### src/rtl/systolic_pkg.sv
// Shared types and constants for the systolic array sequencer.
package systolic_pkg;

    localparam int N_DEFAULT = 4;
    localparam int FLUSH_CYC = 2 * N_DEFAULT;

    typedef enum logic [2:0] {
        IDLE,
        FEED,
        FLUSH,
        DRAIN,
        DONE
    } ctrl_state_t;

    // Wavefront flush length for an n x n array.
    function automatic int flush_cycles(input int n);
        return 2 * n;
    endfunction

endpackage

### src/rtl/systolic_skew.sv
// Valid delay line: tap i reproduces vld delayed by 1+i cycles.
module systolic_skew #(
    parameter int N = 4
) (
    input  logic         clk,
    input  logic         rst,
    input  logic         vld,
    output logic [N-1:0] taps
);

    logic [N-1:0] taps_q;
    logic [N-1:0] taps_d;

    always_comb begin
        taps_d = (taps_q << 1) | N'(vld);
    end

    always_ff @(posedge clk) begin
        if (rst) begin
            taps_q <= '0;
        end else begin
            taps_q <= taps_d;
        end
    end

    assign taps = taps_q;

endmodule

### src/rtl/systolic_ctrl.sv
// Sequencer for the NxN systolic array: clear, feed operands, flush, drain results.
// state | meaning
// IDLE  | waiting for start
// FEED  | reading k_len operand vectors from A/B buffers
// FLUSH | letting the skewed wavefront pass through the array
// DRAIN | presenting result rows under valid/ready
// DONE  | one-cycle completion pulse
module systolic_ctrl
    import systolic_pkg::*;
#(
    parameter int N      = N_DEFAULT,
    parameter int K_W    = 9,
    parameter int ADDR_W = 8
) (
    input  logic                 clk,
    input  logic                 rst,
    input  logic                 start,
    input  logic [K_W-1:0]       k_len,
    output logic                 busy,
    output logic                 done,
    output logic                 acc_clr,
    output logic                 a_rd_en,
    output logic [ADDR_W-1:0]    a_rd_addr,
    output logic                 b_rd_en,
    output logic [ADDR_W-1:0]    b_rd_addr,
    output logic [N-1:0]         row_vld,
    output logic [N-1:0]         col_vld,
    output logic                 out_vld,
    output logic [$clog2(N)-1:0] out_row,
    input  logic                 out_ready
);

    localparam int ROW_W = $clog2(N);
    localparam int FL_W  = $clog2(2 * N) + 1;
    localparam logic [FL_W-1:0] FLUSH_LOAD = FL_W'(flush_cycles(N));
    localparam logic [K_W-1:0]  K_MAX      = K_W'(2 ** ADDR_W);

    ctrl_state_t       state_q, state_d;
    logic [K_W-1:0]    feed_cnt_q, feed_cnt_d;
    logic [FL_W-1:0]   flush_cnt_q, flush_cnt_d;
    logic [ROW_W-1:0]  row_q, row_d;
    logic [ADDR_W-1:0] addr_q, addr_d;
    logic              busy_q, busy_d;
    logic              done_q, done_d;
    logic              acc_clr_q, acc_clr_d;
    logic              rd_en_q, rd_en_d;
    logic              out_vld_q, out_vld_d;
    logic [K_W-1:0]    k_eff;

    always_comb begin
        k_eff       = (k_len > K_MAX) ? K_MAX : k_len;
        state_d     = state_q;
        feed_cnt_d  = feed_cnt_q;
        flush_cnt_d = flush_cnt_q;
        row_d       = row_q;
        addr_d      = addr_q;
        acc_clr_d   = 1'b0;

        case (state_q)
            IDLE: begin
                if (start) begin
                    acc_clr_d  = 1'b1;
                    row_d      = '0;
                    addr_d     = '0;
                    feed_cnt_d = k_eff;
                    state_d    = (k_eff == '0) ? DRAIN : FEED;
                end
            end
            FEED: begin
                if (feed_cnt_q == K_W'(1)) begin
                    state_d     = FLUSH;
                    flush_cnt_d = FLUSH_LOAD;
                    addr_d      = '0;
                end else begin
                    feed_cnt_d = feed_cnt_q - K_W'(1);
                    addr_d     = addr_q + ADDR_W'(1);
                end
            end
            FLUSH: begin
                if (flush_cnt_q == FL_W'(1)) begin
                    state_d = DRAIN;
                end else begin
                    flush_cnt_d = flush_cnt_q - FL_W'(1);
                end
            end
            DRAIN: begin
                if (out_ready) begin
                    if (row_q == ROW_W'(N - 1)) begin
                        state_d = DONE;
                        row_d   = '0;
                    end else begin
                        row_d = row_q + ROW_W'(1);
                    end
                end
            end
            DONE: begin
                state_d = IDLE;
            end
            default: begin
                state_d = IDLE;
            end
        endcase

        // Outputs are decoded from the next state so they leave as flops.
        busy_d    = (state_d != IDLE);
        done_d    = (state_d == DONE);
        rd_en_d   = (state_d == FEED);
        out_vld_d = (state_d == DRAIN);
    end

    always_ff @(posedge clk) begin
        if (rst) begin
            state_q     <= IDLE;
            feed_cnt_q  <= '0;
            flush_cnt_q <= '0;
            row_q       <= '0;
            addr_q      <= '0;
            busy_q      <= 1'b0;
            done_q      <= 1'b0;
            acc_clr_q   <= 1'b0;
            rd_en_q     <= 1'b0;
            out_vld_q   <= 1'b0;
        end else begin
            state_q     <= state_d;
            feed_cnt_q  <= feed_cnt_d;
            flush_cnt_q <= flush_cnt_d;
            row_q       <= row_d;
            addr_q      <= addr_d;
            busy_q      <= busy_d;
            done_q      <= done_d;
            acc_clr_q   <= acc_clr_d;
            rd_en_q     <= rd_en_d;
            out_vld_q   <= out_vld_d;
        end
    end

    systolic_skew #(.N(N)) u_row_skew (
        .clk  (clk),
        .rst  (rst),
        .vld  (rd_en_q),
        .taps (row_vld)
    );

    systolic_skew #(.N(N)) u_col_skew (
        .clk  (clk),
        .rst  (rst),
        .vld  (rd_en_q),
        .taps (col_vld)
    );

    assign busy      = busy_q;
    assign done      = done_q;
    assign acc_clr   = acc_clr_q;
    assign a_rd_en   = rd_en_q;
    assign b_rd_en   = rd_en_q;
    assign a_rd_addr = addr_q;
    assign b_rd_addr = addr_q;
    assign out_vld   = out_vld_q;
    assign out_row   = row_q;

endmodule

### config.mk
export PLATFORM = sky130hd
export DESIGN_NAME = systolic_ctrl
export DESIGN_NICKNAME = d
export VERILOG_FILES = /design/src/rtl/systolic_pkg.sv /design/src/rtl/systolic_skew.sv /design/src/rtl/systolic_ctrl.sv
export SDC_FILE = /design/constraint.sdc
export NUM_CORES = 1
export LEC_CHECK = 0
export CAP_MARGIN = 20
export CORE_MARGIN = 4
export CORE_UTILIZATION = 28
export CTS_BUF_LIST = sky130_fd_sc_hd__clkbuf_4 sky130_fd_sc_hd__clkbuf_8
export CTS_CLUSTER_SIZE = 24
export DETAILED_ROUTE_END_ITERATION = 16
export PLACE_DENSITY = 0.51
export SYNTH_ARGS = -nofsm -noshare
export SYNTH_HDL_FRONTEND = slang
export SYNTH_SLANG_ARGS = --single-unit
### constraint.sdc
create_clock -name clk -period 3.24 [get_ports clk]
set_input_delay 0.972 -clock clk [delete_from_list [all_inputs] [get_ports clk]]
set_output_delay 0.972 -clock clk [all_outputs]
set_load 0.02 [all_outputs]
==> flow_summary.ini, run 1 <==
[synth]
synth_cell_types = 55
synth_nets = 236
synth_area_leader_cell = dfxtp_1
yosys_warnings = 0
postSynthAreaPerCell_um2 = 8.978
synthesis.area_mm2 = 0.001948
synth-edff-count = 0
async_flop_share_pct = 0
syn_inst = 217
ys.flop_type = dfxtp_1
synth_top_area_share_pct = 35.97
ys_ff_latch = 35
synth_area_leaders = dfxtp_1 36%, buf_4 6.2%, a21oi_1 3.9%
yosysSeqAreaShare_pct = 35.97

[global_route]
grtUsageTotal_pct = 11.47
grt_max_degree = 17
grt_pass1_vias = 1594
grt_overflow_total = 0
antenna_found_initial = 0
grt_pass1_wl_um = 7797

[clock_tree]
ctsResizeCount = 0
cts_buffers = 5
insertion_delay_ns = 0.29
cts_hold_buf = 0
cts_root_buf = clkbuf_8
path_clk_slew_ns = 0.08
cts_tree = done
cts_max_level = 2
clockBufferDepth = 2
cts_setup_buffers = 0
cts_sinks = 35

[sta]
holdWs_ns = 0.4779
report.final.slew_viol_count = 0
fin_crit_sh_pct = 73.96
fin_worst_skew_ns = 0.009179
finalSetupTns_ns = 0
relSlewSlack_pct = 52.99
rsz0062_at_grt = no
min_period_ns = 2.396
setup_viol = 0
max_clock_freq_mhz = 417.3
hold_viol_final = 0
worstMarginPinSlew_ns = 0.7036
setup_slack_ns = 0.8436

[route]
wl_um = 4795
viasPerCell = 5.035
vias = 1727
ant_nets = 0
wl_per_cell_um = 13.98
drc_errors = 0
drt-initial-drc-count = 105
drtPass1Iterations = 4

[worst_setup_path]
r2r-end = busy
worstPathArrival_ns = 1.42
critical-path-top-delay-family = buffers and inverters
cp_max_fo = 8
r2r_setup_slack_ns = 0.88
crit_type = flop to primary output
path_cells = clkdlybuf4s50_1
r2r_cells = 4
slowest_delay_ns = 0.66
rr_startpoint = state_q[0]
crit_path_end_kind = primary output
cp_data_required_time_ns = 2.27
critPathSlowestCell = clkdlybuf4s50_1
start_kind = flop
worst-path-buf-inv = 1

[die]
die_y_um = 91.41
core_mm2 = 0.006794
num_rows = 30
ios = 45
initial_core_util_pct = 28.67
die_width_um = 91.41
die_area_mm2 = 0.008356

[finish]
num-nets-final = 265
instances_no_fill = 343
diodes = 0
syn_to_final_growth_pct = 26.01
drive_above_1_share_pct = 9.717

[run_status]
outcome = finished, final reports clean

[pwr]
p_total_w = 0.001035
vdd_ir_drop_max_v = 0.0001623
swShare_pct = 31.53
p_leak_nw = 0.8457
pwr-share-comb_pct = 22.8
intPower_w = 0.0007084
clockPowerShare_pct = 30.6
p_per_area_mw_per_mm2 = 421.5
p_sw_w = 0.0003262
pwr-share-seq_pct = 46.7

[placed_design]
place_inst = 335
numPortBuffers = 44
gp_congestion = 0.8344
dp_slack_ns = 0.6815
dp_hpwl_um = 3476

[hold_path]
min_path_cells = 1
hold_class = flop to flop
hold_start = u_row_skew.taps[1]
min_delay_worst_endpoint = u_row_skew.taps[2]

[run]
maxCapViolations = 0
## layout make-up
| cell class | instances | area [um^2] |
|---|---|---|
| inverter | 8 | 30.03 |
| sequential | 35 | 700.7 |
| clock buffer | 5 | 68.82 |
| timing repair buffer | 49 | 478.0 |
| multi-input combinational | 147 | 1037 |
| tap | 96 | 120.1 |
| fill | 700 | 4339 |
| clock inverter | 3 | 20.02 |
## layout by cell type, fill, tap and decap left out, types with 6 or more instances in the layout
cell             instances
a21oi_1                 15
a311oi_1                 6
clkdlybuf4s50_1         44
dfxtp_1                 35
ha_1                     6
inv_1                    8
nand2_1                  9
nand3_1                 10
nor2_1                  11
nor2b_1                  6
nor3_1                   8
nor3b_1                 10
## worst max-delay path by stage
stage	cells after the start	start	slack (ns)	endpoint
after global placement	4	start	0.70	out_row[0]
after global routing	4	state_q[0]	0.74	busy
after detailed placement	4	start	0.68	out_row[0]
after CTS	1	a_rd_addr[5]	0.83	b_rd_addr[5]
final	1	a_rd_addr[5]	0.84	a_rd_addr[5]
after floorplan	5	k_len[8]	1.20	a_rd_en
## metal layers
metal  GRT usage [%]  part of all wire (%)
met3           2.817                   3.1
met1           14.16                    46
met2           19.23                    48
met4           4.146                   2.0
met5               0                     0
## power by group through the flow
stage	Clock, W	Combinational (W)	Sequential, W
after floorplan	0	0.000162	0.000494
after global placement	0	0.000233	0.000492
after detailed placement	0	0.000233	0.000493
after CTS	0.000338	0.000234	0.000483
after global routing	0.000353	0.000257	0.000487
final	0.000316	0.000235	0.000483
## flip-flops by register name, indices dropped and copies added, names as in the netlist, 2 cells and up
name             cells
state_q              3
flush_cnt_q          4
u_row_skew.taps      4
out_row              2
feed_cnt_q           9
a_rd_addr            8
## cell usage after synthesis, drive strengths merged (2+ instances only)
master / number
nor3: 8
nand3: 10
or3b: 3
a32oi: 2
and3: 4
o31ai: 5
a21oi: 16
o21ai: 4
nand2b: 2
nand2: 9
xor2: 2
or3: 2
nor3b: 10
nor4: 5
o211ai: 3
a311oi: 7
ha: 6
buf: 21
clkbuf: 6
or2b: 2
a211oi: 3
nor4b: 2
nor2: 11
nor2b: 6
a41oi: 3
o21a: 2
inv: 8
a31oi: 3
nand4: 2
dfxtp: 35
## worst register-to-register path, stage by stage, from the launching register on
cell and delay, ns:
dfxtp_1 0.52, nor3b_1 0.64, nand3_1 0.56, a32oi_2 0.44
a21oi_1 0.10
## through the flow
stage	instance area [um^2]	utilization [%]
2_1_floorplan	1948	-
3_3_place_gp	2366	34.83
3_5_place_dp	2366	34.83
4_1_cts	2455	36.13
5_1_grt	2455	36.13
6_report	2455	36.13
## cells by family (layout without fill, tap and decap cells)
logic type	Yosys count	in the layout	share of synthesized area (%)
adders and majority gates	6	6	3.853
muxes	1	1	0.5138
and+or+nand+nor	82	82	26.20
buffers and inverters	35	65	10.79
xor gates and xnor gates	2	2	0.8993
DFF	35	35	35.97
AOI/OAI and AO/OA	56	56	21.77
Note: power is estimated with default switching activity, not from simulation.
==> run 2, diff against run 1 <==
Settings changed: PLACE_DENSITY 0.51 to 0.53.
Clock period 3.24 ns to 2.1 ns, I/O delays scaled along.
==> flow_summary.ini, run 2 (synthesis gave the netlist of run 1 again) <==
[sta]
report.final.slew_viol_count = 0
hold_viol_final = 0
max_clock_freq_mhz = 488.2
holdWs_ns = 0.4784
worstMarginPinSlew_ns = 0.4505
min_period_ns = 2.048
rsz0062_at_grt = no
fin_crit_sh_pct = 97.53
fin_worst_skew_ns = 0.006622
relSlewSlack_pct = 69.90
finalSetupTns_ns = 0
setup_viol = 0

[global_route]
grt_pass1_vias = 1735
antenna_found_initial = 0
grt_overflow_total = 0
grt_max_degree = 21
grt_pass1_wl_um = 8300
grtUsageTotal_pct = 12.04

[finish]
layout.cells.most_common_list = 43 x clkdlybuf4s50_1, 35 x dfxtp_1, 24 x buf_4
diodes = 0
drive_above_1_share_pct = 15.85
utilization_pct = 38.25
num-nets-final = 284
largest_reg_flops = 9
fillers = 718
top_register = feed_cnt_q
syn_to_final_growth_pct = 33.40
final_common_cell = clkdlybuf4s50_1

[clock_tree]
path_clk_slew_ns = 0.07
cts_buffers = 5
insertion_delay_ns = 0.29
cts_hold_buf = 0
cts_max_level = 2
cts_sinks = 35
cts_tree = done
cts_root_buf = clkbuf_8
clockBufferDepth = 2

[worst_setup_path]
worstPathArrival_ns = 1.42
slowest_delay_ns = 0.66
r2r_setup_slack_ns = 0.28
cp.depth = 1
crit_type = flop to primary output
cp_max_fo = 8
cp-endpoint = b_rd_addr[5]
crit_path_start = a_rd_addr[5]
path_cells = clkdlybuf4s50_1
critPathSlowestCell = clkdlybuf4s50_1
rr_startpoint = feed_cnt_q[1]
start_kind = flop
r2r_cells = 6
worst-path-buf-inv = 1
cp_data_required_time_ns = 1.47
critical-path-top-delay-family = buffers and inverters
crit_path_end_kind = primary output
r2r-end = out_vld

[route]
vias = 1776
wl_um = 4935
ant_nets = 0
viasPerCell = 4.920
wl_per_cell_um = 13.67
drt-initial-drc-count = 82
drtPass1Iterations = 4
drc_errors = 0

[die]
ios = 45
core_mm2 = 0.006794
die_width_um = 91.41
die_y_um = 91.41
num_rows = 30
die_area_mm2 = 0.008356
initial_core_util_pct = 28.67

[hold_path]
hold_class = flop to flop
min_path_cells = 1

[run_status]
outcome = finished, final reports clean

[pwr]
vdd_ir_drop_max_v = 0.0002216
p_per_area_mw_per_mm2 = 630.8
p_leak_nw = 0.9636

[placed_design]
gp_congestion = 0.7981
dp_hpwl_um = 3689
numPortBuffers = 44

[run]
maxCapViolations = 0
run 2: cell count changes in the layout (fill, tap and decap cells not counted), sizes merged:
cell           previous run  this run
dlymetal6s2s              0         1
clkbuf                    5         6
clkinvlp                  2         0
buf                       5        24
clkdlybuf4s50            44        43
run 2: what timing repair did:
action                                  4_1_cts  5_1_grt
setup buffers                                 0        0
gates resized for setup                       0        1
endpoints found under the setup margin        0        2
run 2: layout make-up:
type,count,area (um^2),area share (%)
tap,96,120.1,4.622
sequential,35,700.7,26.96
clock buffer,6,82.58,3.178
timing repair buffer,68,623.1,23.98
inverter,8,30.03,1.156
multi-input combinational,147,1037,39.91
clock inverter,1,5.005,0.1926
run 2: power breakdown:
| part | switching [W] | total (W) | leakage (nW) | internal, W |
|---|---|---|---|---|
| Sequential | 0.0000419 | 0.000743 | 0.285 | 0.000701 |
| Clock | 0.000241 | 0.000498 | 0.0470 | 0.000257 |
| Combinational | 0.000206 | 0.000398 | 0.631 | 0.000192 |
| Total | 0.000489 | 0.00164 | 0.964 | 0.00115 |
run 2: how the worst min path moves through the flow:
stage                                   from            endpoint
after floorplan               flush_cnt_q[1]      flush_cnt_q[1]
after global placement    u_row_skew.taps[0]  u_row_skew.taps[1]
after detailed placement  u_row_skew.taps[1]  u_row_skew.taps[2]
after CTS                 u_row_skew.taps[1]  u_row_skew.taps[2]
after global routing      u_row_skew.taps[0]  u_row_skew.taps[1]
final                     u_row_skew.taps[1]  u_row_skew.taps[2]
run 2: routing by layer:
metal	vias up	part of all wire [%]	GRT usage [%]
met5	-	0	0
met4	0	1.2	4.020
met3	6	4.4	2.734
met2	42	47	19.90
met1	831	47	15.34
li1	897	-	-
run 2: stage by stage:
stage	std cells	total power (W)	worst slack [ns]	cell area, um^2
floorplan	217	0.001012	0.4066	1948
global placement	354	0.001158	-0.07028	2509
detailed placement	354	0.001158	-0.09579	2509
CTS	361	0.001663	0.03022	2596
global route	361	0.001738	0.00003308	2599
finish	361	0.001639	0.05187	2599
==> patch: new RTL, config.mk and constraints of run 2 <==
`addr_q` no longer has a reset.
--- a/src/rtl/systolic_ctrl.sv
+++ b/src/rtl/systolic_ctrl.sv
@@ -116,3 +116,2 @@
             row_q       <= '0;
-            addr_q      <= '0;
             busy_q      <= 1'b0;
@@ -127,3 +126,2 @@
             row_q       <= row_d;
-            addr_q      <= addr_d;
             busy_q      <= busy_d;
@@ -134,2 +132,6 @@
         end
+    end
+
+    always_ff @(posedge clk) begin
+        addr_q <= addr_d;
     end
Formal check against the unedited RTL: differs if rst is asserted again (counterexample within 4 cycles, from zero or initial values and one cycle with rst high); with rst held inactive, the same outputs for 10 cycles.
==> patch against run 2 <==
Routed wire length grew 2.0%; design area grew 4.7%; sequential cell count is the same; count of clock-buffer cells in the layout is the same; final cell count grew 1.4%; power grew 28%; global-route usage grew 0.19 points; hold slack gained 2.7 ps; area after synthesis grew 1.2%; fmax grew 1.2%; sequential share of layout area grew 1.8 points; worst setup slack gained 25 ps.
==> patch: results (changes against run 2) <==
- Outcome: complete, no violations
- Worst Reg2Reg Path Length in Cells: 7 (+1)
- Syn_nets: 233 (-1.3%)
- Grt met2 use: 19.6% (-0.26 points)
- Total GRT Usage: 12.2% (+0.19 points)
- Largest net degree at the start of global routing: 15 (-29%)
- M1 WL: 2440 µm (+4.4%)
- Post-placement cell area: 2590 µm² (+3.3%)
- Vias in the first global route: 1742 (+0.40%)
- Layout cells sized above 1: 19.3% (+3.4 points)
- Peak VDD IR: 310 µV (+40%)
- M3 GR Usage: 2.95% (+0.22 points)
- Vias per cell: 4.93 (+0.13%)
- FF-to-FF End: feed_cnt_q[7]$_SDFFE_PP0P_
- Post-Syn Area per Cell: 9.21 µm² (+2.6%)
- Placed insts: 358 (+1.1%)
- DP HPWL: 3840 µm (+4.2%)
- Synth unique cells: 54 (-1.8%)
- DRT iter0 DRCs: 90 (+9.8%)
- Worst slack at placement: -199 ps (-104 ps)
- Setup ws final: 77.0 ps (+25.1 ps)
- Placer Congestion: 0.827 (+3.6%)
- Worst reg-to-reg setup slack: 110 ps (-170 ps)
- Critical Path AT: 1390 ps (-30 ps)
- Clock skew: 5.26 ps (-1.37 ps)
- DR vias: 1803 (+1.5%)
- Met3 wire len: 317 µm (+47%)
- Met2 WL: 2260 µm (-2.7%)
- Worst-Margin Slew: 435 ps (-15.7 ps)
- Routed WL per cell: 13.8 µm (+0.65%)
- Final nets: 288 (+1.4%)
- Worst setup path startpoint: a_rd_addr[0]$_SDFFCE_PP0P_
- Synth area leaders: dfxtp_1 27%, edfxtp_1 12%, buf_4 5.7%
- CP Max Fanout: 7 (-1)
[patch: cell count changes after synthesis, sizes merged, moves of 3 or more]
cell | before | now
a21oi | 16 | 11
a311oi | 7 | 0
a31oi | 3 | 7
dfxtp | 35 | 27
edfxtp | 0 | 8
nand2 | 9 | 5
nor2 | 11 | 19
or4 | 1 | 6
xor2 | 2 | 5
[patch: kinds of logic after synthesis]
logic type,Yosys count,share of synthesized area (%)
AND/OR/NAND/NOR,90,28.0
AO/OA/AOI/OAI,41,15.2
buffers and inverters,35,10.2
flip-flops,35,39.6
XOR/XNOR,6,2.66
adder cells (fa/ha/maj),6,3.81
multiplexers,1,0.508
[patch: where the power goes]
group | internal (mW) | switching [mW]
Clock | 0.384 | 0.244
Combinational | 0.309 | 0.334
Sequential | 0.758 | 0.0717
Total | 1.45 | 0.650
[patch: cell type report]
class                   instances  area, µm²
fillers                       720       4110
multi-input cells             144       1000
flip-flops and latches         35        782
repair buffers                 74        666
well taps                      96        120
clock buffers                   6       82.6
clock inverters                 2       35.0
inverters                       9       33.8
[patch: what timing repair did]
| item | CTS | global route |
|---|---|---|
| setup endpoints to repair | 0 | 7 |
| hold buffers | 0 | 0 |
| setup buffers | 0 | 0 |
| resized for setup | 0 | 3 |
[patch: per-stage QoR]
| stage | util (%) | hold WS [ps] | total power [mW] |
|---|---|---|---|
| after CTS | 39.7 | 486 | 2.12 |
| final | 39.8 | 481 | 2.10 |
| after global routing | 39.8 | 501 | 2.22 |
| after floorplan | - | 459 | 1.23 |
| after detailed placement | 37.9 | 475 | 1.48 |
| after global placement | 37.9 | 468 | 1.48 |
